===== src/rtl/modbus_pkg.sv =====
// Shared Modbus definitions: CRC-16 constants, ADU limit, framer states and
// the byte-wise CRC update used by both the TX framer and the RX checker.
package modbus_pkg;

  localparam logic [15:0] CRC16_INIT     = 16'hFFFF;
  localparam logic [15:0] CRC16_POLY     = 16'hA001;
  localparam int          MODBUS_MAX_ADU = 256;

  typedef enum logic [2:0] {
    ST_GAP,
    ST_DATA,
    ST_DRAIN,
    ST_CRC_LO,
    ST_CRC_HI,
    ST_DONE
  } framer_state_e;

  // Reflected CRC-16: fold the byte into the low end, then eight LSB-first shifts.
  function automatic logic [15:0] crc16_byte(input logic [15:0] crc,
                                             input logic [7:0]  data);
    logic [15:0] c;
    c = crc ^ {8'h00, data};
    for (int i = 0; i < 8; i++) begin
      c = c[0] ? ((c >> 1) ^ CRC16_POLY) : (c >> 1);
    end
    return c;
  endfunction

endpackage


===== src/rtl/modbus_crc16_byte.sv =====
// Single-cycle Modbus CRC-16 update for one byte; shared by the TX framer
// and the RX checker.
module modbus_crc16_byte
  import modbus_pkg::*;
(
  input  logic [15:0] i_crc,
  input  logic [7:0]  i_data,
  output logic [15:0] o_crc
);

  assign o_crc = crc16_byte(i_crc, i_data);

endmodule


===== src/rtl/modbus_rtu_tx_framer.sv =====
// Modbus RTU response framer: waits for line silence, forwards the ADU bytes,
// appends the CRC-16 low byte first and flags frames that exceed MAX_LEN.
module modbus_rtu_tx_framer
  import modbus_pkg::*;
#(
  parameter int SIL_W   = 24,
  parameter int MAX_LEN = 254
) (
  input  logic             PCLK,
  input  logic             PRESETn,
  input  logic [SIL_W-1:0] silence_cycles_i,
  input  logic             tx_idle_i,
  input  logic [7:0]       in_data_i,
  input  logic             in_valid_i,
  input  logic             in_last_i,
  output logic             in_ready_o,
  output logic [7:0]       tx_data_o,
  output logic             tx_valid_o,
  input  logic             tx_ready_i,
  output logic             busy_o,
  output logic             frame_done_o,
  output logic             len_err_o
);

  localparam int LEN_W = $clog2(MAX_LEN + 1);

  framer_state_e    r_state;
  framer_state_e    w_state_nxt;
  logic [SIL_W-1:0] r_sil_cnt;
  logic [15:0]      r_crc;
  logic [15:0]      w_crc_upd;
  logic [LEN_W-1:0] r_len;
  logic [LEN_W-1:0] w_len_inc;
  logic [7:0]       r_tx_data;
  logic             r_tx_valid;
  logic             w_out_free;
  logic             w_load;
  logic [7:0]       w_load_data;
  logic             w_data_acc;
  logic             w_gap_met;
  logic             w_line_quiet;

  modbus_crc16_byte u_crc16 (
    .i_crc  (r_crc),
    .i_data (in_data_i),
    .o_crc  (w_crc_upd)
  );

  assign w_out_free   = !r_tx_valid || tx_ready_i;
  assign w_data_acc   = (r_state == ST_DATA) && in_valid_i && w_out_free;
  assign w_len_inc    = r_len + 1'b1;
  assign w_gap_met    = r_sil_cnt >= silence_cycles_i;
  assign w_line_quiet = tx_idle_i && !r_tx_valid;

  assign tx_data_o  = r_tx_data;
  assign tx_valid_o = r_tx_valid;
  assign busy_o     = (r_state != ST_GAP);

  always_comb begin
    w_state_nxt  = r_state;
    in_ready_o   = 1'b0;
    w_load       = 1'b0;
    w_load_data  = in_data_i;
    len_err_o    = 1'b0;
    frame_done_o = 1'b0;
    case (r_state)
      ST_GAP: begin
        if (w_gap_met && in_valid_i) w_state_nxt = ST_DATA;
      end
      ST_DATA: begin
        in_ready_o = w_out_free;
        if (w_data_acc) begin
          w_load = 1'b1;
          // A last flag on the MAX_LEN-th byte is a normal end, so it wins.
          if (in_last_i)                         w_state_nxt = ST_CRC_LO;
          else if (w_len_inc == LEN_W'(MAX_LEN)) w_state_nxt = ST_DRAIN;
        end
      end
      ST_DRAIN: begin
        in_ready_o = 1'b1;
        if (in_valid_i && in_last_i) begin
          len_err_o   = 1'b1;
          w_state_nxt = ST_CRC_LO;
        end
      end
      ST_CRC_LO: begin
        if (w_out_free) begin
          w_load      = 1'b1;
          w_load_data = r_crc[7:0];
          w_state_nxt = ST_CRC_HI;
        end
      end
      ST_CRC_HI: begin
        if (w_out_free) begin
          w_load      = 1'b1;
          w_load_data = r_crc[15:8];
          w_state_nxt = ST_DONE;
        end
      end
      ST_DONE: begin
        if (r_tx_valid && tx_ready_i) begin
          frame_done_o = 1'b1;
          w_state_nxt  = ST_GAP;
        end
      end
      default: w_state_nxt = ST_GAP;
    endcase
  end

  always_ff @(posedge PCLK or negedge PRESETn) begin
    if (!PRESETn) r_state <= ST_GAP;
    else          r_state <= w_state_nxt;
  end

  always_ff @(posedge PCLK or negedge PRESETn) begin
    if (!PRESETn) begin
      r_tx_data  <= 8'h00;
      r_tx_valid <= 1'b0;
    end else if (w_load) begin
      r_tx_data  <= w_load_data;
      r_tx_valid <= 1'b1;
    end else if (tx_ready_i) begin
      r_tx_valid <= 1'b0;
    end
  end

  // Silence only accumulates between frames, so leaving GAP always restarts it.
  always_ff @(posedge PCLK or negedge PRESETn) begin
    if (!PRESETn) begin
      r_sil_cnt <= '0;
    end else if (r_state == ST_GAP && w_line_quiet) begin
      if (r_sil_cnt != '1) r_sil_cnt <= r_sil_cnt + 1'b1;
    end else begin
      r_sil_cnt <= '0;
    end
  end

  always_ff @(posedge PCLK or negedge PRESETn) begin
    if (!PRESETn) begin
      r_crc <= CRC16_INIT;
      r_len <= '0;
    end else if (r_state == ST_GAP && w_state_nxt == ST_DATA) begin
      r_crc <= CRC16_INIT;
      r_len <= '0;
    end else if (w_data_acc) begin
      r_crc <= w_crc_upd;
      r_len <= w_len_inc;
    end
  end

endmodule


===== config.mk =====
export PLATFORM = sky130hd
export DESIGN_NAME = modbus_rtu_tx_framer
export DESIGN_NICKNAME = d
export VERILOG_FILES = /design/src/rtl/modbus_pkg.sv /design/src/rtl/modbus_crc16_byte.sv /design/src/rtl/modbus_rtu_tx_framer.sv
export SDC_FILE = /design/constraint.sdc
export NUM_CORES = 1
export LEC_CHECK = 0
export BUFFER_PORTS_ARGS = -buffer_cell sky130_fd_sc_hd__clkbuf_2
export CORE_ASPECT_RATIO = 2
export CORE_UTILIZATION = 40
export CTS_BUF_LIST = sky130_fd_sc_hd__clkbuf_4
export CTS_CLUSTER_SIZE = 16
export DETAILED_ROUTE_END_ITERATION = 12
export GPL_TIMING_DRIVEN = 0
export PLACE_DENSITY = 0.56
export SKIP_CTS_REPAIR_TIMING = 1
export SLEW_MARGIN = 5
export SYNTH_ARGS = -nofsm -noshare
export SYNTH_HDL_FRONTEND = slang
export SYNTH_SLANG_ARGS = --single-unit

===== constraint.sdc =====
create_clock -name PCLK -period 2.7 [get_ports PCLK]
set_input_delay 0.135 -clock PCLK [delete_from_list [all_inputs] [get_ports PCLK]]
set_output_delay 0.135 -clock PCLK [all_outputs]
set_load 0.05 [all_outputs]

=== Yosys cells after proc, flatten, opt, wreduce, memory -nomap -nowiden ===
Cells that the tools add are included.

* Bits in registers: 60
* Latch bits: 0
* Bits in writable memories: 0
* Bits in read-only memories: 0
* Input port bits: 38
* Output and inout bits: 13
* Logic and storage cells: 78
* Memories kept: 0

* $add $sub $neg: 2
* Multipliers: 0
* Div/mod/pow operators: 0
* $lt $le $gt $ge: 1
* Equality and inequality tests: 9
* Shift-type cells: 0
* Multiplexer cells: 36
* Bitwise operators: 9
* Reduce and logical (&&, ||, !) cells: 15

{| class="wikitable"
|+ Operator list
! kind !! number
|-
| 2-to-1 mux 16 bit || 10
|-
| 2-to-1 mux 24 bit || 2
|-
| 2-to-1 mux 8 bit || 4
|-
| adder 24 x 1 -> 24 bit (second input constant) || 1
|-
| greater-or-equal comparator 24 bit || 1
|-
| 2-to-1 mux 3 bit || 8
|-
| inequality test 24 bit (second input constant) || 1
|-
| NOT 2 -> 3 bit || 8
|-
| one-hot mux 3 bit (6 select lines) || 1
|-
| one-hot mux 8 bit (2 select lines) || 1
|-
| bitwise XOR 16 x 8 -> 16 bit || 1
|-
| adder 8 x 1 -> 8 bit (second input constant) || 1
|-
| == test 8 bit (second input constant) || 1
|-
| logical AND 1 bit || 8
|-
| 2-to-1 mux 1 bit || 8
|-
| == test 3 x 1 -> 1 bit (second input constant) || 2
|-
| == test 3 x 2 -> 1 bit (second input constant) || 2
|-
| == test 3 bit (second input constant) || 2
|-
| one-hot mux 1 bit (2 select lines) || 2
|-
| nonzero test 2 bit || 2
|-
| zero test 3 bit || 1
|-
| nonzero test 3 bit || 1
|-
| inequality test 2 x 1 -> 1 bit (second input constant) || 1
|-
| OR reduction 2 bit || 1
|-
| 2 further kinds || 2
|}

=== Longest topological paths before layout ===
* Word-level depth: 19
* Mapped depth: 9
* Gate-level depth less buffers: 8

=== Modules after synthesis ===
From an unflattened synthesis, not the netlist that was laid out.

* Cell total of the unflattened synthesis: 444
* Area, all modules: 3,865.0 um^2

{| class="wikitable"
|+ By module, submodules not included
! module !! times used !! cells an instance !! area each (um^2) !! sequential area each (um^2)
|-
| modbus_rtu_tx_framer || 1 || 418 || 3,607.2 || 1,521.5
|-
| modbus_crc16_byte || 1 || 26 || 257.7 || 0.0
|}

=== Worst setup path before layout ===
Ideal clock, no wire load.

* Path kind: flip-flop to flip-flop
* From: register r_sil_cnt[0]
* To: register r_len[1]
* Setup time: 65 ps
* Data arrival time: 2,067 ps
* Data required time: 2,635 ps
* Setup slack: 568 ps
* Stages on the path, launching flop included: 10
* Buffers on the path: 1
* Period minus slack after synthesis: 2,132 ps
* Cells stage by stage: dfrtp_1 -> inv_1 -> ha_1 -> nand2b_1 -> a211oi_1 -> o2111ai_1 -> a211o_1 -> a2bb2oi_1 -> buf_2 -> o211a_1

* Cells in the longest elaborated chain, start to end: 7
* Elaborated cells between the ends (all ways): 8
* Those cells by class: order compare: 1; eq/ne: 1; mux: 3; reduce/logical: 3

{| class="wikitable"
|+ Ends and longest elaborated chain
! what !! RTL line !! RTL
|-
| start: declaration || modbus_rtu_tx_framer.sv:29 || <nowiki>logic [SIL_W-1:0] r_sil_cnt;</nowiki>
|-
| start signal: assignment || modbus_rtu_tx_framer.sv:132 || <nowiki>if (r_sil_cnt != '1) r_sil_cnt <= r_sil_cnt + 1'b1;</nowiki>
|-
| greater-or-equal comparator 24 bit * || modbus_rtu_tx_framer.sv:52 || <nowiki>assign w_gap_met = r_sil_cnt >= silence_cycles_i;</nowiki>
|-
| logical AND 1 bit * || modbus_rtu_tx_framer.sv:68 || <nowiki>if (w_gap_met && in_valid_i) w_state_nxt = ST_DATA;</nowiki>
|-
| 2-to-1 mux 3 bit * || modbus_rtu_tx_framer.sv:68 ||
|-
| one-hot mux 3 bit (6 select lines) * || modbus_rtu_tx_framer.sv:66 || <nowiki>case (r_state)</nowiki>
|-
| == test 3 x 1 -> 1 bit * || modbus_rtu_tx_framer.sv:142 || <nowiki>end else if (r_state == ST_GAP && w_state_nxt == ST_DATA) begin</nowiki>
|-
| logical AND 1 bit * || modbus_rtu_tx_framer.sv:142 ||
|-
| 2-to-1 mux 8 bit or nonzero test 2 bit (tied branches) || -- ||
|-
| end signal: assignment || modbus_rtu_tx_framer.sv:147 || <nowiki>r_len <= w_len_inc;</nowiki>
|-
| end: declaration || modbus_rtu_tx_framer.sv:32 || <nowiki>logic [LEN_W-1:0] r_len;</nowiki>
|}

Mark *: on every way between the ends. The rest lies on a longest branch, timed or not.
A chain may end at the register's enable or synchronous reset.

=== Final worst setup path ===
Ends and elaborated chain as after synthesis.

==> metrics.md <==
| Metric | Value |
|---|---|
| Hold path endpoint | r_sil_cnt[19]$_DFFE_PN0P_ |
| Buffer levels on the longest clock path | 2 |
| DR DRC count | 3 |
| Global route total overflow | 0 |
| # Max-Cap Violations | 0 |
| Cells after DPL | 581 |
| Crit-path leading delay family | compound AO/OA/AOI/OAI gates |
| DR pass1 iterations | 10 |
| Final slew viol count | 0 |
| # nets final | about 560 |
| Worst-path maximum fanout | 10 |
| Post-synthesis share of cell area spent on full adders, half adders and majority gates | 0.08838 |
| Clock transition at path regs | ~0.11 ns |
| First-iteration detailed-routing DRC count | 114 |
| Power, Total | about 4.3 mW |
| Vias post-DR | around 3200 |
| Core Area | 0.009321 mm² |
| WP data arrival | around 2.9 ns |
| Chip Width | about 71 µm |
| # rows | 50 |
| IR drop worst, VDD | about 0.9 mV |
| Unrepaired setup endpoints after global routing | false |
| First-pass GRT wire length | 15400 µm |
| # diodes | 0 |
| Largest net degree at the start of global routing | 61 |
| Synth area leaders | dfrtp_1 (29%), dfstp_2 (11%), ha_1 (8.8%) |
| Hold Path Depth | 3 |
| Post-layout minimum cycle time | between 2 and 3 ns |
| Initial Util | 0.4101 |
| Synth Area in Compound Gates | 0.1227 |
| Crit-path cells | inv_1 -> ha_1 -> nand2b_1 -> a211oi_1 -> o2111ai_1 -> a211o_1 -> a2bb2oi_2 -> buf_2 -> o211a_1 |
| Post-synth EDFFs | 0 |
| Failing checks | design-rule violations |
| Later-pin clock latency in the skew report | 0.43 ns |
| Yosys warnings | 0 |
| Post-Syn Nets | 491 |
| WP data required | 3.07 ns |
| Largest family of logic cells by synthesized area | simple AND/OR/NAND/NOR gates |
| Outcome | complete, but fails checks |
| Share of layout cells above drive strength 1 | 0.1892 |
| Critical path class | reg2reg |
| IO Count | between 50 and 60 |
| Drt total wl | about 9300 µm |
| Max_slew headroom | 0.2188 |
| Setup TNS | 0 ns |
| Clock skew | roughly 0.017 ns |
| CP Capture Type | register |
| Worst Hold Class | in2reg |
| Flop-to-flop setup slack | roughly 0.16 ns |
| Share of the synthesized area in the top cell type | 0.2881 |
| Final core occ | 0.4815 |
| Final cell count without fillers | approximately 600 |
| P&R area growth vs syn | 17.41% |
| Synth top cells by count | nor2_1 (57), dfrtp_1 (44), nand2_1 (38), xnor2_1 (34), inv_1 (32) |
| Final ANT Viol Nets | 0 |
| Ys flop type | dfrtp_1 |
| Chip height | about 140 µm |
| RD Place Congestion | roughly 0.85 |
| Vias/cell | ~5.3 |
| Critical Path Start Type | register |
| CTS root buf | clkbuf_4 |
| CTS tree | done |
| Leakage Power | between 2 and 2.5 nW |
| Area post-placement | ~0.0042 mm² |
| Buf/Inv on CP | 2 |
| Non-Filler Cell Area, Final | roughly 0.0045 mm² |
| Post-Syn Area | roughly 0.0038 mm² |
| Initial antenna violation count | 0 |
| Final hold vios | 0 |
| Vias in the first global route | 3287 |
| PwrDens | a little under 1000 mW/mm² |
| Synth Instances | about 430 |
| Mux cell area share after synthesis | 0.01309 |
| H-tree levels | 3 |
| Unique masters post-synth | 47 |
| Drt wl/cell | 15.41 µm |
| CP peak stage delay | 0.41 ns |
| Global-route usage over all layers | 0.2020 |
| Yosys reg bits | 60 |
| Worst R2R Start | r_sil_cnt[0]$_DFFE_PN0P_ |
| Slowest cell on the critical path | dfrtp_1 |
| Post-synthesis area per instance | approximately 9.0 µm² |
| Total CTS buffers | 9 |
| PortBufs | 50 |
| Post-synthesis simple-gate area fraction | 0.2098 |
| Least-Margin Pin Slew | 1.163 ns |
| Top-count cell post-synth | nor2_1 |
| CTS sink cnt | 60 |
| Final Setup Violations | 0 |
| Die Area | around 0.01 mm² |
| Period utilization | 0.9404 |
| Post-DP HPWL | roughly 7100 µm |
| Seq/Total Area, Yosys | 0.3980 |
| Async SR Flop Fraction | 1.000 |
| XOR/XNOR Fraction of Synth Area | 0.1182 |
| Worst hold start | tx_idle_i |
| Worst reg2reg path depth | 9 |
| Synth area leader | dfrtp_1 |
| Reg2reg end | r_len[1]$_DFFE_PN0P_ |
| Fmax achieved | a little under 400 MHz |
## cells by family after synthesis
kind of cell,Yosys count
xor gates and xnor gates,49
adders and majority gates,27
buffers and inverters,47
AOI/OAI and AO/OA,71
and+or+nand+nor,167
DFF,60
muxes,5
## cells in the final DEF (no fill, tap or decap), types with 3 or more instances in the layout
| master | n |
|---|---|
| and4_1 | 3 |
| o211ai_1 | 8 |
| xnor2_1 | 34 |
| a21o_1 | 6 |
| clkbuf_2 | 49 |
| nand4_1 | 14 |
| ha_1 | 27 |
| dfrtp_1 | 44 |
| a21oi_1 | 13 |
| and2_1 | 7 |
| nand2b_1 | 5 |
| inv_1 | 32 |
| nor2_1 | 57 |
| buf_2 | 5 |
| clkbuf_4 | 12 |
| a22oi_1 | 8 |
| nand2_1 | 38 |
| nor3_1 | 12 |
| xor2_1 | 13 |
| o21ai_0 | 13 |
| or3_1 | 4 |
| mux2i_1 | 5 |
| and3_1 | 5 |
| nand3_1 | 12 |
| dlygate4sd3_1 | 9 |
| dfstp_2 | 16 |
| a31oi_1 | 9 |
| clkbuf_1 | 9 |
## flip-flops by register name, summed over array words and instances (netlist names)
register / flops
tx_valid_o: 1
r_len: 8
r_state: 3
r_sil_cnt: 24
r_crc: 16
tx_data_o: 8
## cell type report
type | count | area (µm²)
multi-input cells | 319 | 2117
repair buffers | 60 | 370.4
well taps | 104 | 130.1
clock buffers | 11 | 82.58
flip-flops and latches | 60 | 1521
plain buffers | 15 | 70.07
clock inverters | 5 | 76.32
inverters | 32 | 120.1
fillers | 930 | 4833
## how the worst max path moves through the flow
stage / start / to / slack, ns / depth (start not counted)
global placement: r_sil_cnt[0]$_DFFE_PN0P_ / r_len[1]$_DFFE_PN0P_ / 0.002 / 9
floorplan: r_sil_cnt[0]$_DFFE_PN0P_ / r_len[1]$_DFFE_PN0P_ / 0.57 / 9
detailed placement: r_sil_cnt[0]$_DFFE_PN0P_ / r_len[1]$_DFFE_PN0P_ / -0.007 / 9
CTS: r_sil_cnt[0]$_DFFE_PN0P_ / r_len[1]$_DFFE_PN0P_ / -0.05 / 9
global route: r_state[2]$_DFF_PN0_ / tx_data_o[0]$_DFFE_PN0P_ / 0.006 / 7
finish: r_sil_cnt[0]$_DFFE_PN0P_ / r_len[1]$_DFFE_PN0P_ / 0.16 / 9
## layer usage
metal	up-vias	part of all wire	GRT usage
li1	1618	-	-
met1	1550	0.38	0.2007
met2	43	0.58	0.4003
met3	14	0.022	0.03381
met4	0	0.018	0.07895
met5	-	0	0
## worst register-to-register path: stages, from the launching register on
cell and delay (ns):
dfrtp_1 0.41, inv_1 0.10, ha_1 0.23, nand2b_1 0.14
a211oi_1 0.26, o2111ai_1 0.22, a211o_1 0.37, a2bb2oi_2 0.28
buf_2 0.31, o211a_1 0.18
## stage by stage
step           setup WS (ns)  hold slack (ns)
2_1_floorplan         0.5678          -0.1606
3_3_place_gp        0.002294           0.4138
3_5_place_dp       -0.007141           0.1862
4_1_cts             -0.05126          -0.2862
5_1_grt             0.005852           0.1125
6_report              0.1609           0.1320
## power by group
part | internal, mW | switching (mW)
combinational | 0.838 | 1.29
clock | 0.392 | 0.348
sequential | 1.25 | 0.224
total | 2.48 | 1.86
Power figures use the tool's default switching activity.
